`config.mk`:
```
export PLATFORM = sky130hd
export DESIGN_NAME = dual_clcg_prng
export DESIGN_NICKNAME = d
export VERILOG_FILES = /design/src/rtl/dual_clcg_prng.sv
export SDC_FILE = /design/constraint.sdc
export NUM_CORES = 1
export LEC_CHECK = 0
export CELL_PAD_IN_SITES_DETAIL_PLACEMENT = 0
export CELL_PAD_IN_SITES_GLOBAL_PLACEMENT = 2
export CORE_ASPECT_RATIO = 0.75
export CORE_MARGIN = 2
export CORE_UTILIZATION = 37
export DETAILED_ROUTE_END_ITERATION = 8
export PLACE_DENSITY = 0.91
export SLEW_MARGIN = 20
export SYNTH_ARGS = -nofsm -noshare
export SYNTH_HDL_FRONTEND = slang
export SYNTH_SLANG_ARGS = --single-unit
```
`constraint.sdc`:
```
create_clock -name clk1 -period 6.45 [get_ports clk1]
set_clock_uncertainty 0.1 [all_clocks]
set_input_delay 1.29 -clock clk1 [delete_from_list [all_inputs] [get_ports clk1]]
set_output_delay 1.29 -clock clk1 [all_outputs]
set_load 0.01 [all_outputs]
```
`src/rtl/dual_clcg_prng.sv`:
```
// Dual linear congruential PRNG: the bit z = (x_next > y_next) is produced each RUN cycle,
// and the bits are packed MSB-first into words that leave on a valid/ready handshake.
module dual_clcg_prng #(
    parameter int unsigned W     = 8,
    parameter int unsigned OUT_W = 8,
    parameter int unsigned CNT_W = 4
) (
    input  logic             clk1,
    input  logic             rst,
    input  logic             start,
    input  logic             stop,
    input  logic [W-1:0]     seed_x,
    input  logic [W-1:0]     seed_y,
    input  logic [W-1:0]     a1,
    input  logic [W-1:0]     b1,
    input  logic [W-1:0]     a2,
    input  logic [W-1:0]     b2,
    output logic [OUT_W-1:0] rand_word,
    output logic             rand_valid,
    input  logic             rand_ready,
    output logic             busy,
    output logic             bit_out
);

    typedef enum logic [1:0] {IDLE, RUN, STALL} state_e;

    localparam logic [CNT_W-1:0] CNT_LAST = CNT_W'(OUT_W - 1);
    localparam logic [CNT_W-1:0] CNT_SAT  = CNT_W'(OUT_W);

    state_e             state_q, state_d;
    logic [W-1:0]       x_q, x_d, y_q, y_d;
    logic [W-1:0]       a1_q, a1_d, b1_q, b1_d, a2_q, a2_d, b2_q, b2_d;
    logic [OUT_W-1:0]   shift_q, shift_d;
    logic [CNT_W-1:0]   cnt_q, cnt_d;
    logic [OUT_W-1:0]   rand_word_q, rand_word_d;
    logic               rand_valid_q, rand_valid_d;
    logic               busy_q, busy_d;
    logic               bit_out_q, bit_out_d;

    logic [W-1:0]       x_nxt, y_nxt;
    logic               z;
    logic [OUT_W-1:0]   shift_nxt;
    logic               xfer;

    // One LCG step for each generator; the multiply is truncated to W bits, which gives mod 2^W.
    always_comb begin
        x_nxt     = W'(a1_q * x_q + b1_q);
        y_nxt     = W'(a2_q * y_q + b2_q);
        z         = (x_nxt > y_nxt);
        shift_nxt = {shift_q[OUT_W-2:0], z};
        xfer      = rand_valid_q & rand_ready;
    end

    always_comb begin
        state_d      = state_q;
        x_d          = x_q;
        y_d          = y_q;
        a1_d         = a1_q;
        b1_d         = b1_q;
        a2_d         = a2_q;
        b2_d         = b2_q;
        shift_d      = shift_q;
        cnt_d        = cnt_q;
        rand_word_d  = rand_word_q;
        rand_valid_d = rand_valid_q;
        bit_out_d    = bit_out_q;

        case (state_q)
            IDLE: begin
                if (xfer) rand_valid_d = 1'b0;
                if (start) begin
                    x_d     = seed_x;
                    y_d     = seed_y;
                    a1_d    = a1;
                    b1_d    = b1;
                    a2_d    = a2;
                    b2_d    = b2;
                    shift_d = '0;
                    cnt_d   = '0;
                    state_d = RUN;
                end
            end
            RUN: begin
                if (xfer) rand_valid_d = 1'b0;
                if (stop) begin
                    shift_d = '0;
                    cnt_d   = '0;
                    state_d = IDLE;
                end else begin
                    x_d       = x_nxt;
                    y_d       = y_nxt;
                    shift_d   = shift_nxt;
                    bit_out_d = z;
                    cnt_d     = cnt_q + CNT_W'(1);
                    if (cnt_q == CNT_LAST) begin
                        if (!rand_valid_q || rand_ready) begin
                            rand_word_d  = shift_nxt;
                            rand_valid_d = 1'b1;
                            cnt_d        = '0;
                        end else begin
                            // Slot occupied: park the finished word in the shift register.
                            cnt_d   = CNT_SAT;
                            state_d = STALL;
                        end
                    end
                end
            end
            STALL: begin
                if (stop) begin
                    if (xfer) rand_valid_d = 1'b0;
                    shift_d = '0;
                    cnt_d   = '0;
                    state_d = IDLE;
                end else if (rand_ready) begin
                    rand_word_d  = shift_q;
                    rand_valid_d = 1'b1;
                    cnt_d        = '0;
                    state_d      = RUN;
                end
            end
            default: state_d = IDLE;
        endcase

        busy_d = (state_d != IDLE);
    end

    always_ff @(posedge clk1 or negedge rst) begin
        if (!rst) begin
            state_q      <= IDLE;
            x_q          <= '0;
            y_q          <= '0;
            a1_q         <= '0;
            b1_q         <= '0;
            a2_q         <= '0;
            b2_q         <= '0;
            shift_q      <= '0;
            cnt_q        <= '0;
            rand_word_q  <= '0;
            rand_valid_q <= 1'b0;
            busy_q       <= 1'b0;
            bit_out_q    <= 1'b0;
        end else begin
            state_q      <= state_d;
            x_q          <= x_d;
            y_q          <= y_d;
            a1_q         <= a1_d;
            b1_q         <= b1_d;
            a2_q         <= a2_d;
            b2_q         <= b2_d;
            shift_q      <= shift_d;
            cnt_q        <= cnt_d;
            rand_word_q  <= rand_word_d;
            rand_valid_q <= rand_valid_d;
            busy_q       <= busy_d;
            bit_out_q    <= bit_out_d;
        end
    end

    assign rand_word  = rand_word_q;
    assign rand_valid = rand_valid_q;
    assign busy       = busy_q;
    assign bit_out    = bit_out_q;

endmodule

```
==> flow_summary.json, run 1 <==
{
  "postPlaceCellArea_um2": 6370,
  "met2_usage_pct": 24.4,
  "r2r-end": "rand_word[0]",
  "required_ns": 6.57,
  "first_pass_iters": 4,
  "dieHeight_um": 110,
  "ys_seq_area_share_pct": 32.8,
  "hp-class": "reg -> reg",
  "cts_sinks": 73,
  "finalHoldViolCount": 0,
  "maxSlewViolCount": 0,
  "cts_resized": 0,
  "gp_congestion": 0.853,
  "core_area_um2": 14600,
  "grt_busiest_layer": "met2",
  "area_delta_synth_final_pct": 20.7,
  "postLayoutCellArea_um2": 6720,
  "max_freq_mhz": 204,
  "cp.arrival_ns": 5.02,
  "gr-usage-met3_pct": 3.42,
  "multi_input_comb_area_um2": 3340,
  "yosysUniqueCellTypes": 43,
  "route.antenna.remaining_nets": 0,
  "start_kind": "flip-flop",
  "grt_max_degree": 74,
  "post_drt_wl_per_cell_um": 14.1,
  "grt_antenna_before_repair": 0,
  "regArea_um2": 1830,
  "grt-ovfl-total": 0,
  "end_kind": "flip-flop",
  "hold_buffers": 0,
  "crit_slowest_cell": "fa_1",
  "finalCritPeriodShare_pct": 76.0,
  "synth_edf_count": 0,
  "die_w_um": 146,
  "max_stage_delay_ns": 0.52,
  "root_buffer": "clkbuf_16",
  "worst_pin_slew_ns": 0.944,
  "worstSkewPairLatency_ns": 0.34,
  "hold_end": "shift_q[7]",
  "fill_cells": 1370,
  "core.rowCount": 38,
  "ys.flop_type": "dfrtp_1",
  "drive_gt1_share_pct": 9.08,
  "viasPerCell": 4.68,
  "finalWirelength_mm": 11.7,
  "cp_num_buf_inv": 3,
  "critical_path.top_delay_family": "adder cells",
  "cts_tree": "yes",
  "maxCapViolCount": 0,
  "nNetsFinal": 760,
  "rsz0062_at_grt": "false",
  "grt_first_pass_wirelength_mm": 20.1,
  "grt_pass1_vias": 3945,
  "r2r_setup_slack_ns": 1.55,
  "clk_pin_slew_ns": 0.06,
  "status": "complete, no violations",
  "synthCells": 564,
  "start_util_pct": 38.2,
  "setup_tns_ns": 0,
  "io_pins": 64,
  "setup_violations": 0,
  "port_buffers": 63,
  "avgSynthCellArea_um2": 9.88,
  "ys_async_sr_fraction_pct": 100,
  "max_slew_margin_pct": 37.1,
  "grt.met1_usage_pct": 23.4,
  "timing.rr.start": "x_q[1]",
  "drtIter0Drc": 137,
  "final.min_clock_period_ns": 4.90,
  "die-area_um2": 16100,
  "crit_chain": "nand2_1 -> fa_1 -> inv_1 -> fa_1 -> ha_1 -> inv_1 -> fa_1 -> inv_1 -> fa_1 -> a21o_1 -> a21oi_1 -> xnor2_1 -> xnor2_1 -> ha_1 -> a211oi_1 -> a211oi_1 -> o32a_1",
  "hp-start": "shift_q[7]",
  "cts_buffers": 9,
  "grt_usage_pct": 16.0,
  "hold_path_depth": 2,
  "drc": 0,
  "post_cts_buffers": 0,
  "worstRegToRegCells": 17,
  "cts.htree.levels": 3,
  "ys_seq_elements": 73,
  "critPathMaxFanout": 8,
  "num_antenna_cells": 0,
  "yosysWarnings": 0,
  "dpl.hpwl_mm": 9.19,
  "dr_total_vias": 3879,
  "clockBufferDepth": 2,
  "syn-cell-area_um2": 5570,
  "path_class": "reg -> reg",
  "path_common_cell": "fa_1",
  "mappedNetlistNets": 700
}
-- through the flow --
stage | hold WS [ns] | setup WS [ns] | util [%] | cells
after floorplan | 0.350 | 1.82 | - | 564
after global routing | 0.421 | 1.25 | 46.1 | 828
after detailed placement | 0.375 | 1.56 | 43.6 | 813
final | 0.389 | 1.55 | 46.1 | 828
after CTS | 0.387 | 1.52 | 46.1 | 828
after global placement | 0.366 | 1.64 | 43.6 | 813
-- cell type report --
class	count	share of cell area [%]
clock buffers	10	3.41
clock inverters	5	1.92
inverters	81	4.52
multi-input cells	394	49.7
flip-flops and latches	73	27.2
well taps	200	3.72
repair buffers	65	9.56
-- registers in the layout, indices dropped and copies added, names as in the netlist --
| register | count |
|---|---|
| shift_q | 8 |
| state_q | 2 |
| busy | 1 |
| bit_out | 1 |
| cnt_q | 4 |
| a1_q | 8 |
| b2_q | 8 |
| a2_q | 8 |
| b1_q | 8 |
| x_q | 8 |
| rand_word | 8 |
| rand_valid | 1 |
| y_q | 8 |
-- routing by layer --
layer	up-vias	part of all wire, %
li1	1943	-
met1	1833	51
met2	94	43
met3	9	4.8
met4	0	0.96
met5	-	0
-- cells in the mapped netlist (6+ instances only) --
cell type  number  area [um2]
inv_1          81         304
nand2_1        76         285
dfrtp_1        73        1830
ha_1           47         588
fa_1           36         721
mux2_2         35         394
a21oi_1        30         150
xnor2_1        30         263
nor2_1         28         105
mux2i_1        24         240
and2_1         22         138
o21ai_0        17        85.1
buf_2           9        45.0
xor2_1          6        52.6
-- worst max-delay path by stage --
stage,startpoint,endpoint,slack [ns],cells past startpoint
floorplan,x_q[1],rand_word[0],1.82,18
global route,x_q[0],rand_word[0],1.25,18
CTS,x_q[1],rand_word[0],1.52,17
global placement,x_q[0],rand_word[0],1.64,17
finish,x_q[1],rand_word[0],1.55,17
detailed placement,x_q[1],rand_word[0],1.56,17
-- layout by cell type, fill, tap and decap left out, drive strengths merged, types with 2 or more instances in the layout --
cell / count
bufinv: 4
clkdlybuf4s50: 62
nor2b: 4
o211ai: 2
nand4: 2
fa: 36
mux2i: 24
nor3: 2
o21ai: 19
nand2b: 3
xor2: 6
nand3b: 4
inv: 81
and2: 22
nor2: 29
a21oi: 31
nand3: 3
nand2: 77
a21o: 4
ha: 47
xnor2: 30
dfrtp: 73
a31oi: 2
buf: 3
a211oi: 2
clkbuf: 10
mux2: 35
-- logic make-up after synthesis --
family          synth area share, %
simple gates                   12.4
buf+inv                        7.21
fa+ha+maj                      23.5
xor+xnor                       5.66
compound gates                 7.01
flops                          32.8
mux                            11.4
-- worst reg2reg max path, delay by kind of cell (launching register included) --
family,cells,cell delay [ns]
fa+ha+maj,6,2.57
compound gates,5,1.06
flops,1,0.46
xor+xnor,2,0.32
buf+inv,3,0.17
simple gates,1,0.11
Power of run 1 is not shown: default switching activity piles up to over one toggle a cycle in this logic, so the estimate is an artifact.
==> inputs of run 2 (changes only) <==
==> constraint.sdc (replaced) <==
create_clock -name clk1 -period 5.05 [get_ports clk1]
set_clock_uncertainty 0.1 [all_clocks]
set_input_delay 1.01 -clock clk1 [delete_from_list [all_inputs] [get_ports clk1]]
set_output_delay 1.01 -clock clk1 [all_outputs]
set_load 0.01 [all_outputs]
==> run 2 against run 1 <==
Critical path depth decreased by 1. Largest cell class unchanged. Sequential cell count unchanged. Critical path type unchanged. Clock-buffer cell count unchanged. Routed wire length shrank 1.4%. First-iteration DRC count shrank 26%. Sequential share of layout area down 0.099 points. Worst hold slack worse by 0.011 ns. Final cell count grew 0.60%.
==> flow_summary.json, run 2 (synthesis gave the netlist of run 1 again) <==
{
  "status": "complete, no violations",
  "cts_sinks": 73,
  "die_w_um": 146,
  "nNetsFinal": 765,
  "rsz0062_at_grt": "false",
  "grt_antenna_before_repair": 0,
  "gp_congestion": 0.849,
  "worst_slack_ns": 0.265,
  "area_delta_synth_final_pct": 21.9,
  "hold_buffers": 0,
  "hp-start": "shift_q[7]",
  "clockBufferDepth": 2,
  "postPlaceCellArea_um2": 6380,
  "finalWirelength_mm": 11.5,
  "core.rowCount": 38,
  "start_kind": "flip-flop",
  "hold_path_depth": 2,
  "postLayoutCellArea_um2": 6790,
  "dpl.hpwl_mm": 9.15,
  "setup_violations": 0,
  "final_common_cell": "inv_1",
  "cts.htree.levels": 3,
  "grt_usage_pct": 15.7,
  "cts_buffers": 9,
  "start_util_pct": 38.2,
  "io_pins": 64,
  "cp.arrival_ns": 4.90,
  "r2r_setup_slack_ns": 0.26,
  "clk_pin_slew_ns": 0.06,
  "setup_tns_ns": 0,
  "port_buffers": 63,
  "hp-class": "reg -> reg",
  "dr_total_vias": 3878,
  "finalCritPeriodShare_pct": 94.8,
  "path_class": "reg -> reg",
  "first_pass_iters": 6,
  "pre_cts_ws_ns": 0.118,
  "core_area_um2": 14600,
  "multi_input_comb_area_um2": 3360,
  "maxSlewViolCount": 0,
  "cts_tree": "yes",
  "r2r-end": "rand_word[0]",
  "maxCapViolCount": 0,
  "finalHoldViolCount": 0,
  "drc": 0,
  "die-area_um2": 16100,
  "drive_gt1_share_pct": 11.7,
  "route.antenna.remaining_nets": 0,
  "worstRegToRegCells": 16,
  "worst_pin_slew_ns": 0.935,
  "root_buffer": "clkbuf_16",
  "fill_cells": 1364,
  "max_slew_margin_pct": 37.7,
  "timing.rr.start": "y_q[4]",
  "critPathMaxFanout": 5,
  "num_antenna_cells": 0,
  "drtIter0Drc": 101,
  "grt_first_pass_wirelength_mm": 19.7,
  "dieHeight_um": 110,
  "grt-ovfl-total": 0,
  "viasPerCell": 4.66,
  "end_kind": "flip-flop",
  "required_ns": 5.17,
  "regArea_um2": 1840,
  "grt_pass1_vias": 3951,
  "hold_end": "shift_q[7]",
  "grt_max_degree": 74,
  "final.min_clock_period_ns": 4.79,
  "worstSkewPairLatency_ns": 0.34,
  "post_drt_wl_per_cell_um": 13.8,
  "mostFrequentLayoutCells": "inv_1, nand2_1, dfrtp_1, clkdlybuf4s50_1, ha_1",
  "max_freq_mhz": 209
}
==> run 2: cell types whose count changed in the layout (fill, tap and decap cells not counted) <==
cell,before,now
buf_4,3,8
a21oi_1,30,29
xnor2_2,0,1
o22ai_1,1,0
xnor2_1,30,29
o22ai_2,0,1
dfrtp_1,73,64
dfrtp_2,0,9
a21oi_2,0,1
==> run 2: final cells by class <==
| cell class | count | share of cell area (%) |
|---|---|---|
| clock buffer | 10 | 3.37 |
| clock inverter | 5 | 1.90 |
| inverter | 81 | 4.48 |
| multi-input combinational | 394 | 49.5 |
| sequential | 73 | 27.1 |
| tap | 200 | 3.69 |
| timing repair buffer | 70 | 10.0 |
==> run 2: how the worst max path moves through the flow <==
stage,from,end,slack [ns],cells after the start
floorplan,x_q[1],rand_word[0],0.42,18
CTS,x_q[1],rand_word[0],0.08,18
global route,a1_q[5],rand_word[0],0.008,16
finish,y_q[4],rand_word[0],0.26,16
detailed placement,x_q[1],rand_word[0],0.12,18
global placement,x_q[1],rand_word[0],0.22,17
==> run 2: repair_timing <==
| action | in CTS | in global routing |
|---|---|---|
| buffers inserted | 0 | 3 |
| endpoints found under the setup margin | 0 | 3 |
| resized for setup | 0 | 12 |
==> run 2: metal layers <==
metal	share of wire, %	vias up	wire length, um	track usage, %
li1	-	1942	-	-
met1	53	1849	6060	22.9
met2	43	77	4910	24.3
met3	4.0	10	460	3.13
met4	0.72	0	83	3.43
met5	0	-	0	0
==> run 2: through the flow <==
step                      std cells  util (%)  hold slack [ns]
final                           833      46.5            0.378
after global routing            833      46.5            0.419
after CTS                       830      46.2            0.383
after detailed placement        815      43.7            0.371
after global placement          815      43.7            0.366
after floorplan                 564         -            0.350
==> run 2: critical path, stage by stage (launching register included) <==
cell      delay, ns
dfrtp_1        0.45
nand2_1        0.11
fa_1           0.46
fa_1           0.54
inv_1          0.06
fa_1           0.47
inv_1          0.05
fa_1           0.53
inv_1          0.04
ha_1           0.31
a21oi_1        0.17
xnor2_1        0.19
xnor2_1        0.13
ha_1           0.34
a211oi_1       0.26
a211oi_1       0.13
o32a_1         0.32
Power of run 2 is left out for the same reason.
==> inputs of run 3 (changes only) <==
--- a/config.mk
+++ b/config.mk
@@ -8,7 +8,6 @@
 export CELL_PAD_IN_SITES_DETAIL_PLACEMENT = 0
 export CELL_PAD_IN_SITES_GLOBAL_PLACEMENT = 2
 export CORE_ASPECT_RATIO = 0.75
-export CORE_MARGIN = 2
 export CORE_UTILIZATION = 37
 export DETAILED_ROUTE_END_ITERATION = 8
 export PLACE_DENSITY = 0.91
==> run 3 against run 2 <==
Maximum frequency grew 0.57%. Register-to-register slack gained 0.03 ns. Critical path depth grew 2. Cell area shrank 0.46%. Global-route usage grew 1.0 points. Die area shrank 3.2%. Critical endpoint unchanged. Largest cell class unchanged.
==> flow_summary.json, run 3 (synthesis gave the netlist of run 1 again) <==
{
  "status": "complete, no violations",
  "final.min_clock_period_ns": 4.76,
  "drtIter0Drc": 93,
  "num_antenna_cells": 0,
  "grt_usage_pct": 16.7,
  "crit_slowest_cell": "fa_1",
  "area_delta_synth_final_pct": 21.3,
  "port_buffers": 63,
  "pre_cts_ws_ns": 0.142,
  "start_util_pct": 38.2,
  "start_kind": "flip-flop",
  "max_freq_mhz": 210,
  "grt_pass1_vias": 4044,
  "root_buffer": "clkbuf_16",
  "finalHoldViolCount": 0,
  "setup_violations": 0,
  "grt_max_degree": 74,
  "nNetsFinal": 762,
  "core_area_um2": 14600,
  "worstSkewPairLatency_ns": 0.34,
  "hp-class": "reg -> reg",
  "finalCritPeriodShare_pct": 94.2,
  "post_cts_buffers": 0,
  "cts_tree": "yes",
  "post_drt_wl_per_cell_um": 14.0,
  "max_stage_delay_ns": 0.52,
  "crit_chain": "nand2_1 -> fa_1 -> inv_1 -> fa_1 -> ha_1 -> inv_1 -> fa_1 -> inv_1 -> fa_2 -> a21o_1 -> a21oi_1 -> xnor2_1 -> xnor2_1 -> ha_1 -> nand4_1 -> o22ai_2 -> a211oi_1 -> o32a_1",
  "end_kind": "flip-flop",
  "critPathMaxFanout": 9,
  "grt_first_pass_wirelength_mm": 19.9,
  "drive_gt1_share_pct": 11.4,
  "worst_slack_ns": 0.292,
  "clockBufferDepth": 2,
  "worstRegToRegCells": 18,
  "dpl.hpwl_mm": 9.17,
  "die-area_um2": 15600,
  "first_pass_iters": 6,
  "hold_path_depth": 2,
  "cts.htree.levels": 3,
  "cts_sinks": 73,
  "finalWirelength_mm": 11.6,
  "crit_start": "x_q[0]",
  "path_class": "reg -> reg",
  "io_pins": 64,
  "route.antenna.remaining_nets": 0,
  "required_ns": 5.17,
  "maxSlewViolCount": 0,
  "timing.rr.start": "x_q[0]",
  "die_w_um": 144,
  "hp-start": "shift_q[7]",
  "clk_pin_slew_ns": 0.06,
  "cts_buffers": 9,
  "dr_total_vias": 3914,
  "core.rowCount": 38,
  "maxCapViolCount": 0,
  "gp_congestion": 0.819,
  "mostFrequentLayoutCells": "inv_1, nand2_1, dfrtp_1, clkdlybuf4s50_1, ha_1",
  "dieHeight_um": 108,
  "final_common_cell": "inv_1",
  "viasPerCell": 4.71,
  "worst_pin_slew_ns": 0.961,
  "cp.arrival_ns": 4.88,
  "grt-ovfl-total": 0,
  "utilization_pct": 46.3,
  "grt_antenna_before_repair": 0,
  "max_slew_margin_pct": 35.9,
  "drc": 0
}
==> run 3: cell types whose count changed in the layout (fill, tap and decap cells not counted) <==
| cell | previous run | this run |
|---|---|---|
| bufinv_16 | 4 | 3 |
| xnor2_1 | 29 | 28 |
| fa_2 | 0 | 1 |
| dfrtp_1 | 64 | 66 |
| a211oi_1 | 2 | 1 |
| clkinv_2 | 0 | 1 |
| xnor2_2 | 1 | 2 |
| buf_4 | 8 | 5 |
| dfrtp_2 | 9 | 7 |
| a211oi_2 | 0 | 1 |
| fa_1 | 36 | 35 |
| clkbuf_1 | 1 | 2 |
==> run 3: final cells by class <==
cell class | instances | area, um2
Tap cell | 200 | 250
Inverter | 81 | 304
Clock buffer | 11 | 233
Sequential cell | 73 | 1840
Fill cell | 1409 | 7840
Multi-Input combinational cell | 394 | 3370
Timing Repair Buffer | 67 | 658
Clock inverter | 5 | 104
==> run 3: through the flow <==
| step | cells | hold WS (ns) | instance area [um2] | TNS (ns) |
|---|---|---|---|---|
| floorplan | 564 | 0.350 | 5570 | 0 |
| global placement | 815 | 0.366 | 6380 | 0 |
| detailed placement | 815 | 0.386 | 6380 | 0 |
| CTS | 831 | 0.399 | 6720 | 0 |
| global route | 831 | 0.429 | 6760 | -0.0252 |
| finish | 831 | 0.389 | 6760 | 0 |
==> run 3: worst paths after layout <==
check	slack, ns	end
max	0.29	rand_word[0]
min	0.39	shift_q[7]
max reg2reg	0.29	rand_word[0]
min reg2reg	0.39	shift_q[7]
max in group asynchronous	3.47	x_q[1]
min in group asynchronous	0.71	b2_q[7]
==> run 3: worst max-delay path: cells and delay by family (launching register included) <==
family,cells,cell delay [ns]
adder cells (fa/ha/maj),6,2.48
buffers and inverters,3,0.17
AO/OA/AOI/OAI,5,0.92
flip-flops,1,0.44
AND/OR/NAND/NOR,2,0.21
XOR/XNOR,2,0.31
==> run 3: layer usage <==
layer,part of all wire (%),up-vias,GRT usage (%)
met5,0,-,0
met2,43,73,25.9
met3,3.6,13,3.23
met1,52,1881,23.6
met4,1.4,0,4.94
li1,-,1947,-
==> run 3: repair_timing <==
item | in CTS | in global routing
resized for setup | 0 | 13
hold buffers | 0 | 0
endpoints found under the setup margin | 0 | 2
Power of run 3 is left out for the same reason.
==> patch, RTL diff (flow settings as in run 1) <==
Change the parameter `CNT_W` from 4 to 5.
--- a/src/rtl/dual_clcg_prng.sv
+++ b/src/rtl/dual_clcg_prng.sv
@@ -3,7 +3,7 @@
 module dual_clcg_prng #(
     parameter int unsigned W     = 8,
     parameter int unsigned OUT_W = 8,
-    parameter int unsigned CNT_W = 4
+    parameter int unsigned CNT_W = 5
 ) (
     input  logic             clk1,
     input  logic             rst,
Function: not settled (the Yosys comparison gave no result); the edit may change what the design does.
==> patch against run 1 <==
- routed wire length rose by 0.69%
- first-iteration DRC count down 7.3%
- critical path depth rose by 1
- area after synthesis increased by 0.76%
- non-clock buffer count decreased by 1
- die area rose by 0.74%
- global-route usage down 0.23 points
- sequential cell count up 1
- core utilization fell by 0.16 points
- worst setup slack gained 0.072 ns
- cell area hardly changed
- critical endpoint is now bit_out
- highest routed layer unchanged
Power is left out: the tool's default activity adds up to more than one toggle a clock period on the data nets, which glitch-free logic cannot reach.
==> patch: results (changes against run 1) <==
Outcome
  • Outcome: finished, final reports clean

Placed design
  • HPWL after detailed placement: 9310 um (+1.4%)
  • Gp weighted congestion: 0.804 (-5.7%)

Setup path
  • Worst r2r src: a1_q[3]
  • Crit Path Max Fanout: 6 (-2)
  • Crit path DAT: 4.95 ns (-0.07 ns)
  • Reg2reg path depth: 18 (+1)
  • Worst Setup SP: a1_q[3]

Routing
  • Vias: 3,907 (+0.72%)
  • Starting DRT DRC Count: 127 (-7.3%)
  • WL final: 11,700 um (+0.69%)

Synthesis
  • Synth Area in Adders: 23.3% (-0.18 points)
  • Seq/Total Area, Yosys: 33.0% (+0.20 points)
  • Syn Nets: 715 (+2.1%)
  • Synth cell count leaders: 86 x nand2_1, 76 x inv_1, 74 x dfrtp_1, 47 x ha_1, 36 x fa_1
  • Post-synthesis compound-gate area fraction: 9.27% (+2.3 points)
  • Post-synthesis mux area share: 8.20% (-3.2 points)
  • Fraction of synthesized cell area in xor and xnor cells: 5.62% (-0.043 points)
  • Post-synth cell types: 46 (+7.0%)

CTS
  • Clock buffer depth: 2 (unchanged)

Finish
  • Final net count: 770 (+1.3%)
  • Share of layout cells above drive strength 1: 7.38% (-1.7 points)

Global routing
  • Maximum number of pins on one net before global-route repair: 75 (+1.4%)
  • Global-route wire length before repair: 20,400 um (+1.4%)
  • Vias in the first global route: 4,101 (+4.0%)

STA
  • Max_slew headroom: 34.6% (-2.5 points)
[patch: changes by cell type after synthesis, sizes merged, moves of 2 or more]
| cell | change |
|---|---|
| o21ai | +6 |
| clkbuf | +2 |
| nand2 | +9 |
| mux2i | -5 |
| a21o | +2 |
| o31ai | +2 |
| nor3 | +2 |
| a22o | +2 |
| inv | -4 |
| mux2 | -11 |
| buf | +2 |
| nand3 | +3 |
[patch: cell type report]
| type | instances | area, sq um |
|---|---|---|
| Clock buffer | 9 | 225 |
| Clock inverter | 5 | 105 |
| Fill cell | 1460 | 7920 |
| Inverter | 77 | 289 |
| Multi-Input combinational cell | 408 | 3370 |
| Sequential cell | 74 | 1850 |
| Tap cell | 200 | 250 |
| Timing Repair Buffer | 64 | 636 |
[patch: worst paths after layout]
| path | slack [ns] | endpoint |
|---|---|---|
| worst max-delay path | 1.62 | bit_out |
| max in group asynchronous | 4.64 | b2_q[0] |
| worst min register to register | 0.38 | shift_q[7] |
| worst max register to register | 1.62 | bit_out |
| min in group asynchronous | 1.00 | cnt_q[4] |
| worst min-delay path | 0.38 | shift_q[7] |
[patch: through the flow]
| stage | worst slack [ns] | hold slack [ns] | utilization, % | cells | instance area [sq um] |
|---|---|---|---|---|---|
| 2_1_floorplan | 1.87 | 0.355 | - | 579 | 5610 |
| 3_3_place_gp | 1.73 | 0.370 | 43.6 | 823 | 6390 |
| 3_5_place_dp | 1.64 | 0.375 | 43.6 | 823 | 6390 |
| 4_1_cts | 1.62 | 0.388 | 45.9 | 837 | 6720 |
| 5_1_grt | 1.33 | 0.432 | 45.9 | 837 | 6720 |
| 6_report | 1.62 | 0.378 | 45.9 | 837 | 6720 |
[patch: logic make-up after synthesis]
kind of cell,Yosys count
flip-flops,74
XOR/XNOR,36
multiplexers,43
AO/OA/AOI/OAI,81
AND/OR/NAND/NOR,165
buffers and inverters,97
adder cells (fa/ha/maj),83
[patch: metal layers]
metal  wire length, um  global-route usage (%)  part of all wire, %  up-vias
met5                 0                       0                    0        -
met4               133                    3.50                  1.1        0
met3               559                    3.91                  4.8       13
met2              4890                    23.3                   42       82
met1              6160                    23.3                   52     1841
li1                  -                       -                    -     1971
[patch: worst reg2reg max path, stage by stage (launching register included)]
cell and delay (ns):
dfrtp_1 0.46, nand2_1 0.11, fa_1 0.51, inv_1 0.05
fa_1 0.45, ha_1 0.29, inv_1 0.05, fa_1 0.52
inv_1 0.07, fa_1 0.46, a21o_1 0.18, a21oi_1 0.17
xnor2_1 0.20, xnor2_1 0.13, ha_1 0.33, nand4_1 0.09
o22ai_1 0.18, a21oi_1 0.09, mux2_2 0.27
